$ cat src/rtl/sap_reg_pkg.sv
// Shared op codes and sizing helpers for the SAP-2 register bank.
package sap_reg_pkg;

   localparam int OP_W = 3;

   localparam logic [OP_W-1:0] OP_HOLD  = 3'd0;
   localparam logic [OP_W-1:0] OP_LOAD  = 3'd1;
   localparam logic [OP_W-1:0] OP_CLEAR = 3'd2;
   localparam logic [OP_W-1:0] OP_INC   = 3'd3;
   localparam logic [OP_W-1:0] OP_DEC   = 3'd4;
   localparam logic [OP_W-1:0] OP_SHL   = 3'd5;
   localparam logic [OP_W-1:0] OP_SHR   = 3'd6;
   localparam logic [OP_W-1:0] OP_SWAP  = 3'd7;

   // Select width never drops below one bit, even for a two-entry bank.
   function automatic int sel_w(input int n);
      return (n > 2) ? $clog2(n) : 1;
   endfunction

endpackage

$ cat src/rtl/sap_reg_cell.sv
// Per-register next-state and flag logic; purely combinational.
module sap_reg_cell
   import sap_reg_pkg::*;
#(
   parameter int WIDTH = 8
) (
   input  logic [WIDTH-1:0] cur,
   input  logic [OP_W-1:0]  op,
   input  logic [WIDTH-1:0] din,
   output logic [WIDTH-1:0] nxt,
   output logic             zero,
   output logic             carry
);

   logic [WIDTH:0] inc;

   assign inc = {1'b0, cur} + (WIDTH+1)'(1);

   always_comb begin
      nxt   = cur;
      carry = 1'b0;
      case (op)
         OP_LOAD:  nxt = din;
         OP_CLEAR: nxt = '0;
         OP_INC: begin
            nxt   = inc[WIDTH-1:0];
            carry = inc[WIDTH];
         end
         OP_DEC: begin
            nxt   = cur - WIDTH'(1);
            carry = (cur == '0);
         end
         OP_SHL: begin
            nxt   = {cur[WIDTH-2:0], 1'b0};
            carry = cur[WIDTH-1];
         end
         OP_SHR: begin
            nxt   = {1'b0, cur[WIDTH-1:1]};
            carry = cur[0];
         end
         default: nxt = cur;
      endcase
   end

   // Only meaningful for flag-updating ops; the bank ignores it otherwise.
   assign zero = (nxt == '0);

endmodule

$ cat src/rtl/sap_reg_bank.sv
// General-purpose register bank for the SAP-2 datapath: state, swap routing,
// flag flops and the OR-combined bus driver.
module sap_reg_bank
   import sap_reg_pkg::*;
#(
   parameter  int WIDTH     = 8,
   parameter  int NUM_REGS  = 4,
   parameter  int OPERAND_W = 4,
   localparam int SEL_W     = sel_w(NUM_REGS)
) (
   input  logic                      clk_i,
   input  logic                      rstn_i,
   input  logic [SEL_W-1:0]          sel_i,
   input  logic [OP_W-1:0]           op_i,
   input  logic                      op_en_n_i,
   input  logic [WIDTH-1:0]          bus_i,
   input  logic [SEL_W-1:0]          rd_sel_i,
   input  logic                      oe_n_i,
   input  logic                      operand_only_i,
   output logic [WIDTH-1:0]          bus_o,
   output logic [NUM_REGS*WIDTH-1:0] parallel_o,
   output logic                      zero_o,
   output logic                      carry_o
);

   localparam logic [SEL_W:0] NREG = (SEL_W+1)'(NUM_REGS);

   logic [NUM_REGS-1:0][WIDTH-1:0] regs, nxt;
   logic [NUM_REGS-1:0]            zf, cf;
   logic [WIDTH-1:0]               r_val, p_val;
   logic                           r_zero, r_carry;
   logic                           sel_ok, rd_ok, exec, do_swap, do_cell;

   // Non-power-of-two banks leave select codes that must be ignored.
   assign sel_ok  = ({1'b0, sel_i} < NREG);
   assign rd_ok   = ({1'b0, rd_sel_i} < NREG);
   assign exec    = !op_en_n_i && sel_ok;
   assign do_swap = exec && rd_ok && (op_i == OP_SWAP);
   assign do_cell = exec && (op_i != OP_SWAP) && (op_i != OP_HOLD);

   for (genvar k = 0; k < NUM_REGS; k++) begin : g_cell
      sap_reg_cell #(.WIDTH(WIDTH)) u_cell (
         .cur   (regs[k]),
         .op    (op_i),
         .din   (bus_i),
         .nxt   (nxt[k]),
         .zero  (zf[k]),
         .carry (cf[k])
      );
   end

   always_comb begin
      r_val   = '0;
      p_val   = '0;
      r_zero  = 1'b0;
      r_carry = 1'b0;
      for (int k = 0; k < NUM_REGS; k++) begin
         if (sel_i == SEL_W'(k)) begin
            r_val   = regs[k];
            r_zero  = zf[k];
            r_carry = cf[k];
         end
         if (rd_sel_i == SEL_W'(k)) p_val = regs[k];
      end
   end

   // Swap reads both sides pre-edge, so sel_i==rd_sel_i collapses to a hold.
   always_ff @(posedge clk_i or negedge rstn_i) begin
      if (!rstn_i) begin
         regs <= '0;
      end else begin
         for (int k = 0; k < NUM_REGS; k++) begin
            if (do_swap && sel_i == SEL_W'(k))
               regs[k] <= p_val;
            else if (do_swap && rd_sel_i == SEL_W'(k))
               regs[k] <= r_val;
            else if (do_cell && sel_i == SEL_W'(k))
               regs[k] <= nxt[k];
         end
      end
   end

   always_ff @(posedge clk_i or negedge rstn_i) begin
      if (!rstn_i) begin
         zero_o  <= 1'b0;
         carry_o <= 1'b0;
      end else if (do_cell) begin
         zero_o  <= r_zero;
         carry_o <= r_carry;
      end
   end

   always_comb begin
      bus_o = (!oe_n_i && rd_ok) ? p_val : '0;
      if (operand_only_i)
         for (int i = OPERAND_W; i < WIDTH; i++) bus_o[i] = 1'b0;
   end

   assign parallel_o = regs;

endmodule
$ cat config.mk
export PLATFORM = sky130hd
export DESIGN_NAME = sap_reg_bank
export DESIGN_NICKNAME = d
export VERILOG_FILES = /design/src/rtl/sap_reg_pkg.sv /design/src/rtl/sap_reg_cell.sv /design/src/rtl/sap_reg_bank.sv
export SDC_FILE = /design/constraint.sdc
export NUM_CORES = 1
export LEC_CHECK = 0
export ABC_AREA = 1
export BUFFER_PORTS_ARGS = -buffer_cell sky130_fd_sc_hd__buf_2
export CAP_MARGIN = 20
export CORE_UTILIZATION = 55
export CTS_CLUSTER_SIZE = 20
export DETAILED_ROUTE_END_ITERATION = 6
export PLACE_DENSITY = 0.79
export SYNTH_ARGS = -nofsm -noshare
export SYNTH_HDL_FRONTEND = slang
export SYNTH_SLANG_ARGS = --single-unit
$ cat constraint.sdc
create_clock -name clk_i -period 2.1 [get_ports clk_i]
set_clock_uncertainty 0.1 [all_clocks]
set_input_delay 0.21 -clock clk_i [delete_from_list [all_inputs] [get_ports clk_i]]
set_output_delay 0.21 -clock clk_i [all_outputs]
set_load 0.02 [all_outputs]
==> flow_metrics.tcl, run 1 <==
set metrics [dict create \
    post-route-period-util 0.994 \
    status "finished with violations" \
    place_hpwl_um 18600 \
    clk_latency_ns 0.30 \
    hold_path_depth 3 \
    finalCriticalPeriod_ns 2.09 \
    startpoint_type "register" \
    synth_nets 957 \
    crit_type "reg -> out" \
    p_leak_nw 3.15 \
    netlist_instances 925 \
    antenna_found_initial 0 \
    pin_count 62 \
    r2r_cells 13 \
    fmaxAchievable_mhz 479 \
    diodes 0 \
    drtPass1Iterations 7 \
    ir_worst_vdd_uv 637 \
    portBuffers 61 \
    p_per_area_nw_per_um2 842 \
    cts.sinks 34 \
    tightest_slew_ns 0.906 \
    dp_cells 1154 \
    arrival_ns 1.78 \
    grt_pass1_vias 6757 \
    cts_tree "built" \
    area_growth_pct 27.1 \
    worstPathMaxFanout 4 \
    timing.hold.worst_endpoint "carry_o" \
    ant_nets 0 \
    drv_cap 0 \
    grt_util_all_layers 0.499 \
    synth-seq-area-share 0.167 \
    fin_area_sq_um 6480 \
    placed_area_sq_um 6200 \
    ys_warn_count 0 \
    root_buffer "clkbuf_8" \
    grt_pass1_wl_um 37100 \
    grt_max_degree 35 \
    yosys.cell_types.count 35 \
    finalSetupTns_ns 0 \
    drive_above_1_share 0.245 \
    fin_util 0.732 \
    hold_path.class "in -> reg" \
    ys_ff_latch 34 \
    cts.clk_slew.worst_paths_ns 0.08 \
    relSlewSlack 0.396 \
    num_vias 7665 \
    r2r_start "parallel_o[16]" \
    place_ws_ns 0.00852 \
    ff2ff_setup_slack_ns 0.07 \
    setup-violations-final 0 \
    netlist_area_sq_um 5100 \
    failed_checks "DRC" \
    die_height_um 98.3 \
    htree_levels 2 \
    initial_core_util 0.576 \
    instances_no_fill 1177 \
    finalPower_mw 5.46 \
    dieArea_sq_um 9660 \
    synth.avg_cell_area_sq_um 5.51 \
    cp-end-kind "output pin" \
    routabilityCongestion 1.14 \
    clock_path_buffers 2 \
    placementRows 34 \
    drt_wl_total_um 24600 \
    fillers 749 \
    min_from "op_en_n_i" \
    drcViolationCount 8 \
    critPathRequiredTime_ns 1.79 \
    cts_buffers 5 \
    slew_viol_final 0 \
    core_area_sq_um 8850 \
    hold_violations 0 \
    final_nets 1101 \
    die_w_um 98.3 \
    setup_ws_ns 0.0120 \
    finalHoldWorstSlack_ns 0.123 \
    drt_iter0_drc 1066 \
    grt_overflow 0 \
    drt-vias-per-instance 6.51 \
    wl_per_cell_um 20.9 \
    r2r_end "zero_o" \
]
==> layer usage <==
layer	GRT usage	vias to the layer above	share of wire
met1	0.656	3360	0.36
li1	-	3426	-
met2	0.771	729	0.42
met4	0.218	0	0.054
met3	0.131	150	0.16
met5	0	-	0
==> power by group <==
part | leakage [nW] | total, mW | switching, mW | internal (mW)
logic | 2.71 | 3.75 | 2.36 | 1.39
registers | 0.397 | 1.21 | 0.366 | 0.844
clock network | 0.0383 | 0.496 | 0.266 | 0.229
==> cell type report <==
cell class | instances | area, sq um | share of cell area
multi-input cells | 737 | 3680 | 0.568
flip-flops and latches | 34 | 871 | 0.134
inverters | 100 | 380 | 0.0587
clock buffers | 7 | 76.3 | 0.0118
repair buffers | 191 | 1340 | 0.206
well taps | 108 | 135 | 0.0209
==> kinds of logic (layout without fill, tap and decap cells) <==
logic type / after synthesis / after routing / share of synthesized area
and+or+nand+nor: 539 / 539 / 0.462
adders and majority gates: 12 / 12 / 0.0294
buffers and inverters: 154 / 298 / 0.122
AOI/OAI and AO/OA: 186 / 186 / 0.219
DFF: 34 / 34 / 0.167
==> worst max-delay path by stage <==
stage | start | to | slack, ns | cells after the start
after floorplan | parallel_o[25] | zero_o | 0.05 | 15
after global placement | op_i[1] | zero_o | -0.02 | 15
after detailed placement | op_i[0] | zero_o | 0.009 | 13
after CTS | parallel_o[0] | bus_o[0] | 0.01 | 6
after global routing | parallel_o[24] | zero_o | -0.03 | 15
final | parallel_o[9] | bus_o[1] | 0.01 | 7
==> cells in the mapped netlist <==
cell       number  share of area
inv_2          12         0.0088
nor2_1        122          0.090
inv_1          82          0.060
buf_4           3         0.0044
dfrtp_1        34           0.17
nand2_1       236           0.17
a211oi_1        1         0.0015
nor2_4          3         0.0066
nand3_1       106           0.10
nand2_2         2         0.0025
a221oi_1        1         0.0017
nor2_2          5         0.0061
o22ai_1        10          0.012
a2bb2oi_1       1         0.0017
or2_2           4         0.0049
a22oi_1         3         0.0044
o21ai_0        87          0.085
buf_2          28          0.027
clkinv_1        6         0.0044
clkbuf_1       22          0.016
o21bai_1        1         0.0015
o31ai_1         1         0.0015
nor3_1          8         0.0079
o211ai_1       12          0.018
a21oi_1        38          0.037
ha_1           12          0.029
a21oi_4         1         0.0032
o21ai_2         1         0.0017
buf_1           1        0.00074
o2111ai_1       1         0.0017
o21bai_2        1         0.0022
nand4_1        51          0.063
nand3_2         2         0.0039
o221ai_1       25          0.043
a31oi_1         2         0.0025
==> registers in the layout, indices dropped and copies added, names as in the netlist <==
name,cells
parallel_o,32
carry_o,1
zero_o,1
==> worst max-delay path, stage by stage, from the launching register on <==
cell      delay (ns)
dfrtp_1         0.43
buf_4           0.17
o21ai_1         0.20
o221ai_1        0.16
o21ai_1         0.15
buf_4           0.18
nor2_1          0.04
buf_4           0.15
==> placed cells by master (no fill, tap or decap), types with 2 or more instances in the layout <==
cell type / n
clkinv_1: 4
nand3_1: 105
nand3_2: 3
buf_4: 126
o22ai_1: 8
inv_2: 15
a21oi_1: 38
o211ai_1: 12
dfrtp_2: 16
nor2_1: 118
o21ai_1: 6
a31oi_1: 2
nor3_1: 6
nor2_2: 9
nand2_1: 236
a22oi_1: 3
nand4_1: 51
nor3_2: 2
buf_12: 4
dfrtp_1: 18
ha_2: 4
clkbuf_8: 5
clkbuf_1: 2
buf_2: 60
nor2_4: 3
nand2_2: 2
o22ai_2: 2
o21ai_0: 80
inv_1: 79
o21ai_2: 2
o221ai_1: 24
ha_1: 8
or2_2: 4
==> what timing repair did <==
action	in CTS	in global routing
hold endpoints to repair	34	0
pin swaps	0	3
hold buffers	1	0
endpoints found under the setup margin	4	16
setup buffers	0	15
resized for setup	5	38
Note: power is estimated with default switching activity, not from simulation.
==> inputs of run 2 (changes only) <==
- CELL_PAD_IN_SITES_DETAIL_PLACEMENT: unset -> 1
- CELL_PAD_IN_SITES_GLOBAL_PLACEMENT: unset -> 1
- CORE_UTILIZATION: 55 -> 37
- PLACE_DENSITY: 0.79 -> unset
- PLACE_DENSITY_LB_ADDON: unset -> 0.1
==> run 2 against run 1 <==
The flow finishes with violations (setup timing). Clock-buffer cell count shrank 1. Register-to-register slack got worse by 0.09 ns. Wire length increased by 17%. First-iteration DRC count decreased by 29%. Final cell count is 7.9% higher. Global-route usage fell by 9.4 points. Maximum frequency shrank 1.6%. Total power grew 9.6%. Flip-flop and latch count unchanged. Clock power grew 59%.
==> flow_metrics.tcl, run 2 (synthesis results as in run 1) <==
set metrics [dict create \
    highest_layer "met4" \
    placementRows 42 \
    portBuffers 61 \
    internal-power_mw 2.79 \
    relSlewSlack 0.405 \
    swShare 0.533 \
    hold_path.class "in -> reg" \
    met3_length_um 2520 \
    dieArea_sq_um 14300 \
    r2r_end "zero_o" \
    cts_tree "built" \
    cp-end-kind "register" \
    p_per_area_nw_per_um2 873 \
    cts_buffers 5 \
    placed_area_sq_um 6520 \
    num_vias 7600 \
    slew_viol_final 0 \
    htree_levels 2 \
    drt_iter0_drc 753 \
    post-route-period-util 1.01 \
    clk_latency_ns 0.29 \
    die_w_um 119 \
    ff2ff_setup_slack_ns -0.02 \
    fmaxAchievable_mhz 471 \
    setup_ws_ns -0.0213 \
    met2_length_um 12600 \
    p_sw_mw 3.19 \
    status "finished with violations" \
    clock_path_buffers 2 \
    crit_start "parallel_o[7]" \
    die_height_um 119 \
    fin_area_sq_um 6850 \
    critPathRequiredTime_ns 2.22 \
    hold_violations 0 \
    ant_nets 0 \
    finalSetupTns_ns -0.0265 \
    startpoint_type "register" \
    finalCriticalPeriod_ns 2.12 \
    dp_cells 1253 \
    drtPass1Iterations 5 \
    tightest_slew_ns 0.892 \
    crit_end "zero_o" \
    grt_max_degree 35 \
    failed_checks "setup timing" \
    finalHoldWorstSlack_ns 0.184 \
    root_buffer "clkbuf_16" \
    rsz0062_at_grt "yes" \
    area_growth_pct 34.3 \
    final_cell_mix "236 x nand2_1, 150 x buf_4, 119 x nor2_1" \
    r2r_cells 9 \
    grt_util_all_layers 0.405 \
    final_nets 1125 \
    instances_no_fill 1270 \
    drt-vias-per-instance 5.98 \
    p_clk_frac 0.132 \
    routabilityCongestion 1.12 \
    pin_count 62 \
    wl_per_cell_um 22.7 \
    crit_type "reg -> reg" \
    worstPathMaxFanout 7 \
    initial_core_util 0.382 \
    grt_overflow 0 \
    final_common_cell "nand2_1" \
    cts.clk_slew.worst_paths_ns 0.06 \
    setup-violations-final 2 \
    core_area_sq_um 13300 \
    combPwrFrac 0.668 \
    seq_power_share 0.200 \
    drive_above_1_share 0.269 \
    drt_wl_total_um 28800 \
    largest_register_ffs 32 \
    r2r_start "parallel_o[7]" \
    arrival_ns 2.24 \
    grt_pass1_wl_um 43500 \
    grt_pass1_vias 7428 \
    drv_cap 0 \
    m1WireLength_um 12500 \
    drcViolationCount 0 \
    cts.sinks 34 \
    antenna_found_initial 0 \
    ir_worst_vdd_uv 575 \
    place_hpwl_um 22500 \
    fin_util 0.513 \
    p_leak_nw 3.31 \
    diodes 0 \
]
run 2: final cells by class:
| cell class | count | area [sq um] |
|---|---|---|
| well taps | 176 | 220 |
| repair buffers | 215 | 1520 |
| fillers | 1964 | 6500 |
| inverters | 100 | 382 |
| clock inverters | 2 | 12.5 |
| flip-flops and latches | 34 | 867 |
| multi-input cells | 737 | 3710 |
| clock buffers | 6 | 139 |
run 2: metrics by stage:
stage | power (mW) | worst slack [ns]
6_report | 5.98 | -0.0213
3_5_place_dp | 4.89 | -0.0442
3_3_place_gp | 4.84 | -0.134
4_1_cts | 5.74 | 0.00242
2_1_floorplan | 3.04 | 0.0463
5_1_grt | 6.29 | -0.0642
run 2: metal layers:
metal  GRT usage  up-vias
met1       0.560     3647
met3      0.0618       92
met5           0        -
li1            -     3478
met2       0.622      383
met4       0.172        0
run 2: worst min path at each step:
stage	from	end	slack [ns]	cells after the start
2_1_floorplan	rstn_i	carry_o	-0.19	0
3_3_place_gp	rstn_i	parallel_o[0]	0.26	1
3_5_place_dp	rstn_i	parallel_o[0]	0.28	1
4_1_cts	op_en_n_i	carry_o	0.17	3
5_1_grt	op_en_n_i	carry_o	0.22	3
6_report	op_en_n_i	carry_o	0.18	3
run 2: timing repair:
item / 4_1_cts / 5_1_grt
gates resized for setup: 20 / 36
hold endpoints to repair: 34 / 0
pin swaps: 1 / 6
buffers inserted: 0 / 8
endpoints found under the setup margin: 8 / 18
gates cloned: 0 / 0
hold buffers: 1 / 0
run 2: critical path, stage by stage, from the launching register on:
cell	delay, ns
dfrtp_2	0.45
inv_1	0.23
o22ai_1	0.22
nor2_1	0.32
nand3_1	0.16
a21oi_1	0.16
nand3_1	0.15
nand2_1	0.13
nor2_1	0.05
nor2_1	0.08
run 2: power by group through the flow:
stage,Clock (mW),Sequential [mW],Combinational (mW)
CTS,0.803,1.15,3.78
global route,0.823,1.21,4.26
floorplan,0,1.21,1.82
detailed placement,0,1.15,3.73
finish,0.790,1.20,3.99
global placement,0,1.14,3.70
